[config.mk]
export PLATFORM = sky130hd
export DESIGN_NAME = spi_move_dispatcher_flat
export DESIGN_NICKNAME = d
export VERILOG_FILES = /design/src/rtl/spi_move_dispatcher_if.sv /design/src/rtl/spi_move_dispatcher.sv /design/src/flat_wrapper.sv
export SDC_FILE = /design/constraint.sdc
export NUM_CORES = 2
export LEC_CHECK = 0
export ABC_CLOCK_PERIOD_IN_PS = 10300
export CORE_MARGIN = 2
export CORE_UTILIZATION = 51
export CTS_CLUSTER_DIAMETER = 200
export DETAILED_ROUTE_END_ITERATION = 10
export PLACE_DENSITY = 0.75
export SYNTH_ARGS = -nofsm -noshare
export SYNTH_HDL_FRONTEND = slang
export SYNTH_SLANG_ARGS = --single-unit
export TNS_END_PERCENT = 30
[constraint.sdc]
create_clock -name CLK -period 10.3 [get_ports CLK]
set_clock_uncertainty 0.2 [all_clocks]
set_input_delay 2.06 -clock CLK [delete_from_list [all_inputs] [get_ports CLK]]
set_output_delay 2.06 -clock CLK [all_outputs]
set_load 0.01 [all_outputs]
[src/rtl/spi_move_dispatcher_if.sv]
// rtl/spi_move_dispatcher_if.sv - move FIFO head handshake towards the DDA timer
// Signals:
//   move_valid               FIFO head holds a committed move
//   move_ready               DDA accepts the head this cycle
//   move_duration            head duration
//   move_increment           head per-axis increment, axis k at [64k+63:64k]
//   move_incrementincrement  head per-axis increment delta, same packing
//   move_dir                 head direction bits
// master: dispatcher side, slave: DDA side.
interface spi_move_dispatcher_if #(
    parameter int NUM_AXES = 2
);
    logic                       move_valid;
    logic                       move_ready;
    logic [63:0]                move_duration;
    logic [64*NUM_AXES-1:0]     move_increment;
    logic [64*NUM_AXES-1:0]     move_incrementincrement;
    logic [NUM_AXES-1:0]        move_dir;

    modport master (
        output move_valid, move_duration, move_increment,
               move_incrementincrement, move_dir,
        input  move_ready
    );

    modport slave (
        input  move_valid, move_duration, move_increment,
               move_incrementincrement, move_dir,
        output move_ready
    );
endinterface

[src/rtl/spi_move_dispatcher.sv]
// rtl/spi_move_dispatcher.sv - SPI word decoder, move staging and move FIFO
// Ports:
//   CLK, reset       clock, synchronous active-high reset
//   word_valid/data  one-cycle pulse with a received 64-bit word
//   word_send_data   word shifted out during the next SPI word
//   encoder_count    live encoder counts, axis k at [64k+63:64k]
//   mv               move FIFO head handshake (master modport)
//   enable           per-axis driver enable
//   clock_divisor    DDA tick divisor
//   buffer_dtr       FIFO not full
//   fill_count       FIFO entries held
//   overflow_err     sticky: a move was dropped on a full FIFO
//   header_err       sticky: unknown header received
module spi_move_dispatcher #(
    parameter int          NUM_AXES     = 2,
    parameter int          BUFFER_DEPTH = 4,
    parameter logic [23:0] VERSION      = 24'h000100
) (
    input  logic                          CLK,
    input  logic                          reset,
    input  logic                          word_valid,
    input  logic [63:0]                   word_data,
    output logic [63:0]                   word_send_data,
    input  logic [64*NUM_AXES-1:0]        encoder_count,
    spi_move_dispatcher_if.master         mv,
    output logic [NUM_AXES-1:0]           enable,
    output logic [7:0]                    clock_divisor,
    output logic                          buffer_dtr,
    output logic [$clog2(BUFFER_DEPTH):0] fill_count,
    output logic                          overflow_err,
    output logic                          header_err
);
    localparam int AW = (NUM_AXES > 1) ? $clog2(NUM_AXES) : 1;
    localparam int PW = $clog2(BUFFER_DEPTH);
    localparam int CW = PW + 1;

    typedef enum logic [2:0] {S_IDLE, S_DURATION, S_INC, S_INCINC, S_DRAIN} state_t;

    state_t                state_q, state_d;
    logic [AW-1:0]         axis_q, axis_d;
    logic [NUM_AXES-1:0]   dir_stage_q, dir_stage_d;
    logic [63:0]           dur_stage_q, dur_stage_d;
    logic [63:0]           inc_stage_q [NUM_AXES];
    logic [63:0]           inc_stage_d [NUM_AXES];
    logic [63:0]           incinc_stage_q [NUM_AXES];
    logic [63:0]           incinc_stage_d [NUM_AXES];
    logic [63:0]           snap_q [NUM_AXES];
    logic [63:0]           snap_d [NUM_AXES];
    logic [63:0]           word_send_q, word_send_d;
    logic [NUM_AXES-1:0]   enable_q, enable_d;
    logic [7:0]            div_q, div_d;
    logic                  ovf_q, ovf_d;
    logic                  herr_q, herr_d;
    logic [CW-1:0]         count_q, count_d;
    logic [PW-1:0]         wr_ptr_q, wr_ptr_d;
    logic [PW-1:0]         rd_ptr_q, rd_ptr_d;

    logic [NUM_AXES-1:0]   dir_mem    [BUFFER_DEPTH];
    logic [63:0]           dur_mem    [BUFFER_DEPTH];
    logic [64*NUM_AXES-1:0] inc_mem    [BUFFER_DEPTH];
    logic [64*NUM_AXES-1:0] incinc_mem [BUFFER_DEPTH];

    logic                   commit, push, pop, full;
    logic [64*NUM_AXES-1:0] inc_pack, incinc_pack;

    assign full = (count_q == CW'(BUFFER_DEPTH));
    assign pop  = mv.move_valid && mv.move_ready;

    always_comb begin
        state_d        = state_q;
        axis_d         = axis_q;
        dir_stage_d    = dir_stage_q;
        dur_stage_d    = dur_stage_q;
        inc_stage_d    = inc_stage_q;
        incinc_stage_d = incinc_stage_q;
        snap_d         = snap_q;
        word_send_d    = word_send_q;
        enable_d       = enable_q;
        div_d          = div_q;
        ovf_d          = ovf_q;
        herr_d         = herr_q;
        commit         = 1'b0;
        if (word_valid) begin
            case (state_q)
                S_IDLE: begin
                    word_send_d = '0;
                    case (word_data[63:56])
                        8'h01: begin
                            dir_stage_d = word_data[NUM_AXES-1:0];
                            for (int a = 0; a < NUM_AXES; a++)
                                snap_d[a] = encoder_count[64*a +: 64];
                            word_send_d = encoder_count[63:0];
                            axis_d      = '0;
                            state_d     = S_DURATION;
                        end
                        8'h0A: enable_d = word_data[NUM_AXES-1:0];
                        8'h0B: div_d    = word_data[7:0];
                        8'h0D: begin
                            ovf_d  = 1'b0;
                            herr_d = 1'b0;
                        end
                        8'h0C: begin
                            word_send_d = {ovf_q, herr_q, 46'd0, 16'(count_q)};
                            state_d     = S_DRAIN;
                        end
                        8'hFE: begin
                            word_send_d = {40'd0, VERSION};
                            state_d     = S_DRAIN;
                        end
                        default: herr_d = 1'b1;
                    endcase
                end
                S_DURATION: begin
                    dur_stage_d = word_data;
                    word_send_d = '0;
                    for (int a = 0; a < NUM_AXES; a++)
                        if (a == 1) word_send_d = snap_q[a];
                    axis_d  = '0;
                    state_d = S_INC;
                end
                S_INC: begin
                    inc_stage_d[axis_q] = word_data;
                    state_d             = S_INCINC;
                end
                S_INCINC: begin
                    incinc_stage_d[axis_q] = word_data;
                    if (int'(axis_q) < NUM_AXES - 1) begin
                        // Snapshot two axes ahead goes out while the next axis streams in.
                        word_send_d = '0;
                        for (int a = 0; a < NUM_AXES; a++)
                            if (a == int'(axis_q) + 2) word_send_d = snap_q[a];
                        axis_d  = axis_q + 1'b1;
                        state_d = S_INC;
                    end else begin
                        commit  = 1'b1;
                        axis_d  = '0;
                        state_d = S_IDLE;
                    end
                end
                S_DRAIN: state_d = S_IDLE;
                default: state_d = S_IDLE;
            endcase
        end
        // A full FIFO still accepts the move when its head leaves in the same cycle.
        push = commit && (!full || pop);
        if (commit && !push) ovf_d = 1'b1;
    end

    // The last incinc word is written straight from the bus so the move commits whole.
    always_comb begin
        inc_pack    = '0;
        incinc_pack = '0;
        for (int a = 0; a < NUM_AXES; a++) begin
            inc_pack[64*a +: 64]    = inc_stage_q[a];
            incinc_pack[64*a +: 64] = (a == NUM_AXES - 1) ? word_data : incinc_stage_q[a];
        end
    end

    always_comb begin
        wr_ptr_d = push ? wr_ptr_q + 1'b1 : wr_ptr_q;
        rd_ptr_d = pop  ? rd_ptr_q + 1'b1 : rd_ptr_q;
        count_d  = count_q;
        case ({push, pop})
            2'b10:   count_d = count_q + 1'b1;
            2'b01:   count_d = count_q - 1'b1;
            default: count_d = count_q;
        endcase
    end

    always_ff @(posedge CLK) begin
        if (reset) begin
            state_q     <= S_IDLE;
            axis_q      <= '0;
            dir_stage_q <= '0;
            dur_stage_q <= '0;
            for (int a = 0; a < NUM_AXES; a++) begin
                inc_stage_q[a]    <= '0;
                incinc_stage_q[a] <= '0;
                snap_q[a]         <= '0;
            end
            word_send_q <= '0;
            enable_q    <= '0;
            div_q       <= 8'd40;
            ovf_q       <= 1'b0;
            herr_q      <= 1'b0;
            count_q     <= '0;
            wr_ptr_q    <= '0;
            rd_ptr_q    <= '0;
        end else begin
            state_q        <= state_d;
            axis_q         <= axis_d;
            dir_stage_q    <= dir_stage_d;
            dur_stage_q    <= dur_stage_d;
            inc_stage_q    <= inc_stage_d;
            incinc_stage_q <= incinc_stage_d;
            snap_q         <= snap_d;
            word_send_q    <= word_send_d;
            enable_q       <= enable_d;
            div_q          <= div_d;
            ovf_q          <= ovf_d;
            herr_q         <= herr_d;
            count_q        <= count_d;
            wr_ptr_q       <= wr_ptr_d;
            rd_ptr_q       <= rd_ptr_d;
        end
    end

    always_ff @(posedge CLK) begin
        if (push && !reset) begin
            dir_mem[wr_ptr_q]    <= dir_stage_q;
            dur_mem[wr_ptr_q]    <= dur_stage_q;
            inc_mem[wr_ptr_q]    <= inc_pack;
            incinc_mem[wr_ptr_q] <= incinc_pack;
        end
    end

    assign mv.move_valid              = (count_q != '0);
    assign mv.move_dir                = dir_mem[rd_ptr_q];
    assign mv.move_duration           = dur_mem[rd_ptr_q];
    assign mv.move_increment          = inc_mem[rd_ptr_q];
    assign mv.move_incrementincrement = incinc_mem[rd_ptr_q];

    assign word_send_data = word_send_q;
    assign enable         = enable_q;
    assign clock_divisor  = div_q;
    assign buffer_dtr     = !full;
    assign fill_count     = count_q;
    assign overflow_err   = ovf_q;
    assign header_err     = herr_q;
endmodule

[src/flat_wrapper.sv]
// flat-port wrapper written by rule: the top's interface ports become plain ports
module spi_move_dispatcher_flat 
#(
    parameter int          NUM_AXES     = 2,
    parameter int          BUFFER_DEPTH = 4,
    parameter logic [23:0] VERSION      = 24'h000100
)
  (CLK, reset, word_valid, word_data, word_send_data, encoder_count, enable, clock_divisor, buffer_dtr, fill_count, overflow_err, header_err, mv_move_valid, mv_move_duration, mv_move_increment, mv_move_incrementincrement, mv_move_dir, mv_move_ready);
  spi_move_dispatcher_if #(.NUM_AXES(NUM_AXES)) mv_i ();
  input  logic CLK;
  input  logic reset;
  input  logic word_valid;
  input  logic [63:0] word_data;
  output logic [63:0] word_send_data;
  input  logic [64*NUM_AXES-1:0] encoder_count;
  output logic [NUM_AXES-1:0] enable;
  output logic [7:0] clock_divisor;
  output logic buffer_dtr;
  output logic [$clog2(BUFFER_DEPTH):0] fill_count;
  output logic overflow_err;
  output logic header_err;
  output wire logic [$bits(mv_i.move_valid)-1:0] mv_move_valid;
  output wire logic [$bits(mv_i.move_duration)-1:0] mv_move_duration;
  output wire logic [$bits(mv_i.move_increment)-1:0] mv_move_increment;
  output wire logic [$bits(mv_i.move_incrementincrement)-1:0] mv_move_incrementincrement;
  output wire logic [$bits(mv_i.move_dir)-1:0] mv_move_dir;
  input wire logic [$bits(mv_i.move_ready)-1:0] mv_move_ready;
  assign mv_move_valid = mv_i.move_valid;
  assign mv_move_duration = mv_i.move_duration;
  assign mv_move_increment = mv_i.move_increment;
  assign mv_move_incrementincrement = mv_i.move_incrementincrement;
  assign mv_move_dir = mv_i.move_dir;
  assign mv_i.move_ready = mv_move_ready;
  spi_move_dispatcher #(.NUM_AXES(NUM_AXES), .BUFFER_DEPTH(BUFFER_DEPTH), .VERSION(VERSION)) u_core (.CLK(CLK), .reset(reset), .word_valid(word_valid), .word_data(word_data), .word_send_data(word_send_data), .encoder_count(encoder_count), .mv(mv_i), .enable(enable), .clock_divisor(clock_divisor), .buffer_dtr(buffer_dtr), .fill_count(fill_count), .overflow_err(overflow_err), .header_err(header_err));
endmodule
== Word level (Yosys, flattened, before mapping) ==
Memories as Yosys holds them, arrays and structs flattened. A register that Yosys moved wholly into a read port is not among the register bits.
Cells that the tools add are included.
Cells by class
  $add $sub $neg: 6
  $lt $le $gt $ge: 3
  equality and inequality tests: 16
  muxes and demuxes: 34
  bitwise gates (word level): 2
  reduce and logical (&&, ||, !) cells: 30
Operator list (count)
  64-bit case mux with 3 select lines: 2
  128-bit bitwise mux: 2
  64-bit 2-to-1 mux: 4
  64-bit demux with 1-bit select: 1
  2-bit by 32-bit == test with 1-bit output, first input constant: 1
  8-bit by 4-bit == test with 1-bit output, second input constant: 4
  32-bit zero test: 1
  3-bit AND reduction: 7
  2-bit 2-to-1 mux: 9
  3-bit case mux with 2 select lines: 2
  3-bit case mux with 4 select lines: 1
  1-bit 2-to-1 mux: 11
  8-bit by 1-bit == test with 1-bit output, second input constant: 1
  8-bit == test, second input constant: 1
  2-bit AND reduction: 4
  2-bit nonzero test: 4
  3-bit by 2-bit == test with 1-bit output, second input constant: 2
  3-bit nonzero test: 2
  1-bit logical AND: 5
  5-bit OR reduction: 1
  2-bit by 1-bit adder with 2-bit output, second input constant: 2
  1-bit by 2-bit adder with 3-bit output, second input constant: 1
  3-bit by 1-bit adder with 3-bit output, second input constant: 1
  3-bit by 1-bit == test with 1-bit output, second input constant: 1
  other kinds (19): 21
Storage, ports and cells
  register bits after elaboration: 537
  memory bits (writable): 1288
  output and inout bits: 403
  memories kept: 4
Memories
  u_core.inc_mem: depth 4, bits a word 128, rd ports 1, clocked after memory_dff 1, write ports 1, line spi_move_dispatcher.sv:60  | logic [64*NUM_AXES-1:0] inc_mem [BUFFER_DEPTH];
  u_core.incinc_mem: depth 4, bits a word 128, rd ports 1, clocked after memory_dff 1, write ports 1, line spi_move_dispatcher.sv:61  | logic [64*NUM_AXES-1:0] incinc_mem [BUFFER_DEPTH];
  u_core.dur_mem: depth 4, bits a word 64, rd ports 1, clocked after memory_dff 1, write ports 1, line spi_move_dispatcher.sv:59  | logic [63:0] dur_mem [BUFFER_DEPTH];
  u_core.dir_mem: depth 4, bits a word 2, rd ports 1, clocked after memory_dff 1, write ports 1, line spi_move_dispatcher.sv:58  | logic [NUM_AXES-1:0] dir_mem [BUFFER_DEPTH];

== Depth between registers and ports, before layout ==
  depth after elaboration: 9
  mapped depth: 11
  gate-level depth less buffers: 9

== Least setup slack after synthesis ==
OpenSTA, ideal clock, no wires.
  path kind: input to register
  start: input port word_valid
  end: memory u_core.dir_mem[0][0], enable pin
  library setup time: 0.727 ns
  data arrival time: 10.242 ns
  required time: 9.373 ns
  slack: -0.869 ns
  stages: 4
  buffers on the path: 1
  cell sequence: nand2b_1 > buf_2 > nor3_1 > and3_1
On the way
  word-level cells in the longest chain between the ends: 5
Ends and longest elaborated chain
  from (decl): line flat_wrapper.sv:12  | input logic word_valid;
  1-bit 2-to-1 mux: line spi_move_dispatcher.sv:83  | if (word_valid) begin
  1-bit logical AND: line spi_move_dispatcher.sv:145  | push = commit && (!full || pop);
  1-bit logical AND: line spi_move_dispatcher.sv:209  | if (push && !reset) begin
  1-bit 2-to-1 mux: line spi_move_dispatcher.sv:209
  1-bit 2-to-1 mux (implied by the code): line spi_move_dispatcher.sv:210  | dir_mem[wr_ptr_q] <= dir_stage_q;
  to (decl): line spi_move_dispatcher.sv:58
Every way passes these cells.

==> run summary <==
# Post-CTS Setup Buffers - 0
Sequential-to-total area share from yosys stat - 0.767
Die width - 350 µm
TNS Setup - 0 ns
Synthesized cell area - 0.0611 mm²
Met1 Use GR - 0.323
Total die area - 0.123 mm²
Crit-path cells - buf_4, mux4_2, clkdlybuf4s50_1
Async SR Flop Fraction - 0
TritonCTS clock tree - yes
DR pass1 iterations - 5
Final setup fails - 0
Initial antenna violation count - 2
Slew headroom - 0.236
IO Port Bufs - 598
CTS Sinks - 1699
Multi-input logic area - 0.0134 mm²
Least-Margin Pin Slew - 1.15 ns
Distinct cell type count after synthesis - 54
Fin crit period - 6.13 ns
Pre-CTS setup slack - 4.25 ns
Hold buffers post-CTS - 0
Remaining global-route overflow - 0
Num CTS Buffers - 165
Drt wl/cell - 25.5 µm
GR Util met3 - 0.0537
R2R setup slack - 6.56 ns
Cell row count - 127
Initial Utilization - 0.512
Top FF cell, synth - edfxtp_1
Antenna-violating nets left - 0
Crit path largest cell delay - 1.03 ns
Worst setup margin - 4.17 ns
Synth warn - 0
P per Cell Area - 183 mW/mm²
Chip height - 350 µm
Post-synth EDFFs - 1288
Slew Limit Fails - 0
Hold Startpoint - u_core.snap_q[7]
Placed Cells - 5562
Post-Route WL - 150000 µm
Yosys reg bits - 1699
Top fanout value on the critical path - 66
CTS H-Tree Depth - 4
GRT busiest layer - met2
Post-Synthesis Cells - 3533
Worst Path Arrival - 3.87 ns
Maximum vdd drop - 0.000143 V
First-pass GRT wire length - 219000 µm
CTS root buffer - clkbuf_16
Critical Path RT - 8.04 ns
Insertion delay to the later sink of the worst-skew pair - 0.77 ns
Worst r2r src - u_core.state_q[0]
CP max-delay cell - dfxtp_4
CP endpoint kind - primary output
Reg clk slew, reported paths - 0.06 ns
Startpoint Class - register
Fmax - 163 MHz
Area delta synth->final - 21.6%
Most frequent cells in the layout - edfxtp_1, nand2_1, clkdlybuf4s50_1
IO Pins - 599
Final #Nets - 4319
Crit Path Class - reg2out
Fin util - 0.622
Final Hold Viols - 0
Worst Hold Class - reg2reg
Pleak - 0.0233 µW
Max-Cap Viols - 0
RSZ-0062 raised after global routing - no
FF+latch area - 0.0469 mm²
Largest net degree at the start of global routing - 144
DRT iter0 DRCs - 3475
Filler cell count - 8293
Met2 GRT Util - 0.393
DR vias/cell - 5.71
Fraction of layout cells with a size suffix above 1 - 0.152
Mapped Avg Cell Area - 17.3 µm²
Status - finished, final reports clean
Number of global-route vias before repair - 33.7k
Core Region - 0.119 mm²
Via count - 33.5k
Final Cycle Share - 0.595
CTS max path bufs - 3
Dpl hpwl - 85000 µm
Syn_nets - 3735
Routability cong. - 0.867
Commonest non-fill, non-tap cell in the layout - edfxtp_1
Fin cells - 5875
Resized cells post-CTS - 0
# DRC - 0
All-Layer GR Usage - 0.242
Hold slack - 0.257 ns
routing by layer:
metal | vias to the layer above | share of wire
li1 | 14800 | -
met1 | 17000 | 0.39
met2 | 1548 | 0.49
met3 | 220 | 0.083
met4 | 0 | 0.033
met5 | - | 0
Yosys cell counts (3+ instances only):
cell type / instances / area [µm²]
buf_1: 23 / 86.3
mux4_2: 322 / 7250
dfxtp_1: 411 / 8230
nor2_1: 82 / 308
or3_1: 3 / 18.8
nand2_1: 652 / 2450
and3_1: 4 / 25.0
buf_2: 31 / 155
clkbuf_1: 161 / 604
edfxtp_1: 1288 / 38700
mux2i_1: 12 / 120
ha_1: 5 / 62.6
buf_4: 6 / 45.0
nand4_1: 4 / 25.0
nor3_1: 57 / 285
xor2_1: 3 / 26.3
a22o_1: 5 / 43.8
a21oi_1: 329 / 1650
inv_1: 11 / 41.3
o21ai_0: 13 / 65.1
nand2b_1: 3 / 18.8
a31oi_1: 3 / 18.8
a221oi_1: 63 / 552
final cells by class:
type                    instances  area share
multi-input cells            1601       0.180
repair buffers                639      0.0866
diodes                          2   0.0000673
inverters                      11    0.000555
well taps                    1612      0.0271
flip-flops and latches       1699       0.631
clock buffers                 233      0.0631
clock inverters                78      0.0115
worst paths after layout:
check                                             end  depth (start not counted)
worst max-delay path             mv_move_increment[9]                          3
worst min-delay path                 u_core.snap_q[7]                          2
worst max register to register  u_core.inc_mem[2][63]                          5
worst min register to register       u_core.snap_q[7]                          2
kinds of logic (layout without fill, tap and decap cells):
group,Yosys count,after routing,synth area share
xor+xnor,5,5,0.000716
other cells,0,2,0
mux,334,334,0.121
fa+ha+maj,6,6,0.00135
buf+inv,233,961,0.0154
simple gates,831,831,0.0552
compound gates,425,425,0.0397
flops,1699,1699,0.767
worst max-delay path, delay by kind of cell (launching register included):
| kind | cells | cell delay [ns] |
|---|---|---|
| flip-flops | 1 | 1.03 |
| buffers and inverters | 2 | 1.42 |
| multiplexers | 1 | 0.37 |
registers in the layout, indices dropped and copies added, names as in the netlist, 3 cells and up, named ones only:
| signal | flops |
|---|---|
| u_core.snap_q | 64 |
| u_core.fill_count | 3 |
| u_core.word_send_data | 64 |
| u_core.dir_mem | 8 |
| u_core.dur_mem | 256 |
| u_core.dur_stage_q | 64 |
| u_core.incinc_pack | 64 |
| u_core.incinc_mem | 512 |
| u_core.inc_pack | 128 |
| u_core.inc_mem | 512 |
| u_core.state_q | 3 |
| u_core.clock_divisor | 8 |
where the power goes:
part	switching [µW]	internal (µW)	total, µW
combinational	138	105	243
sequential	9.30	7300	7300
clock	2580	3510	6080
total	2720	10900	13600
stage by stage:
| step | total power (µW) | area, µm² |
|---|---|---|
| after floorplan | 7520 | 61200 |
| after global placement | 7690 | 68800 |
| after detailed placement | 7700 | 68800 |
| after CTS | 13700 | 74300 |
| after global routing | 14000 | 74300 |
| final | 13600 | 74300 |
(Power assumes the default switching activity.)
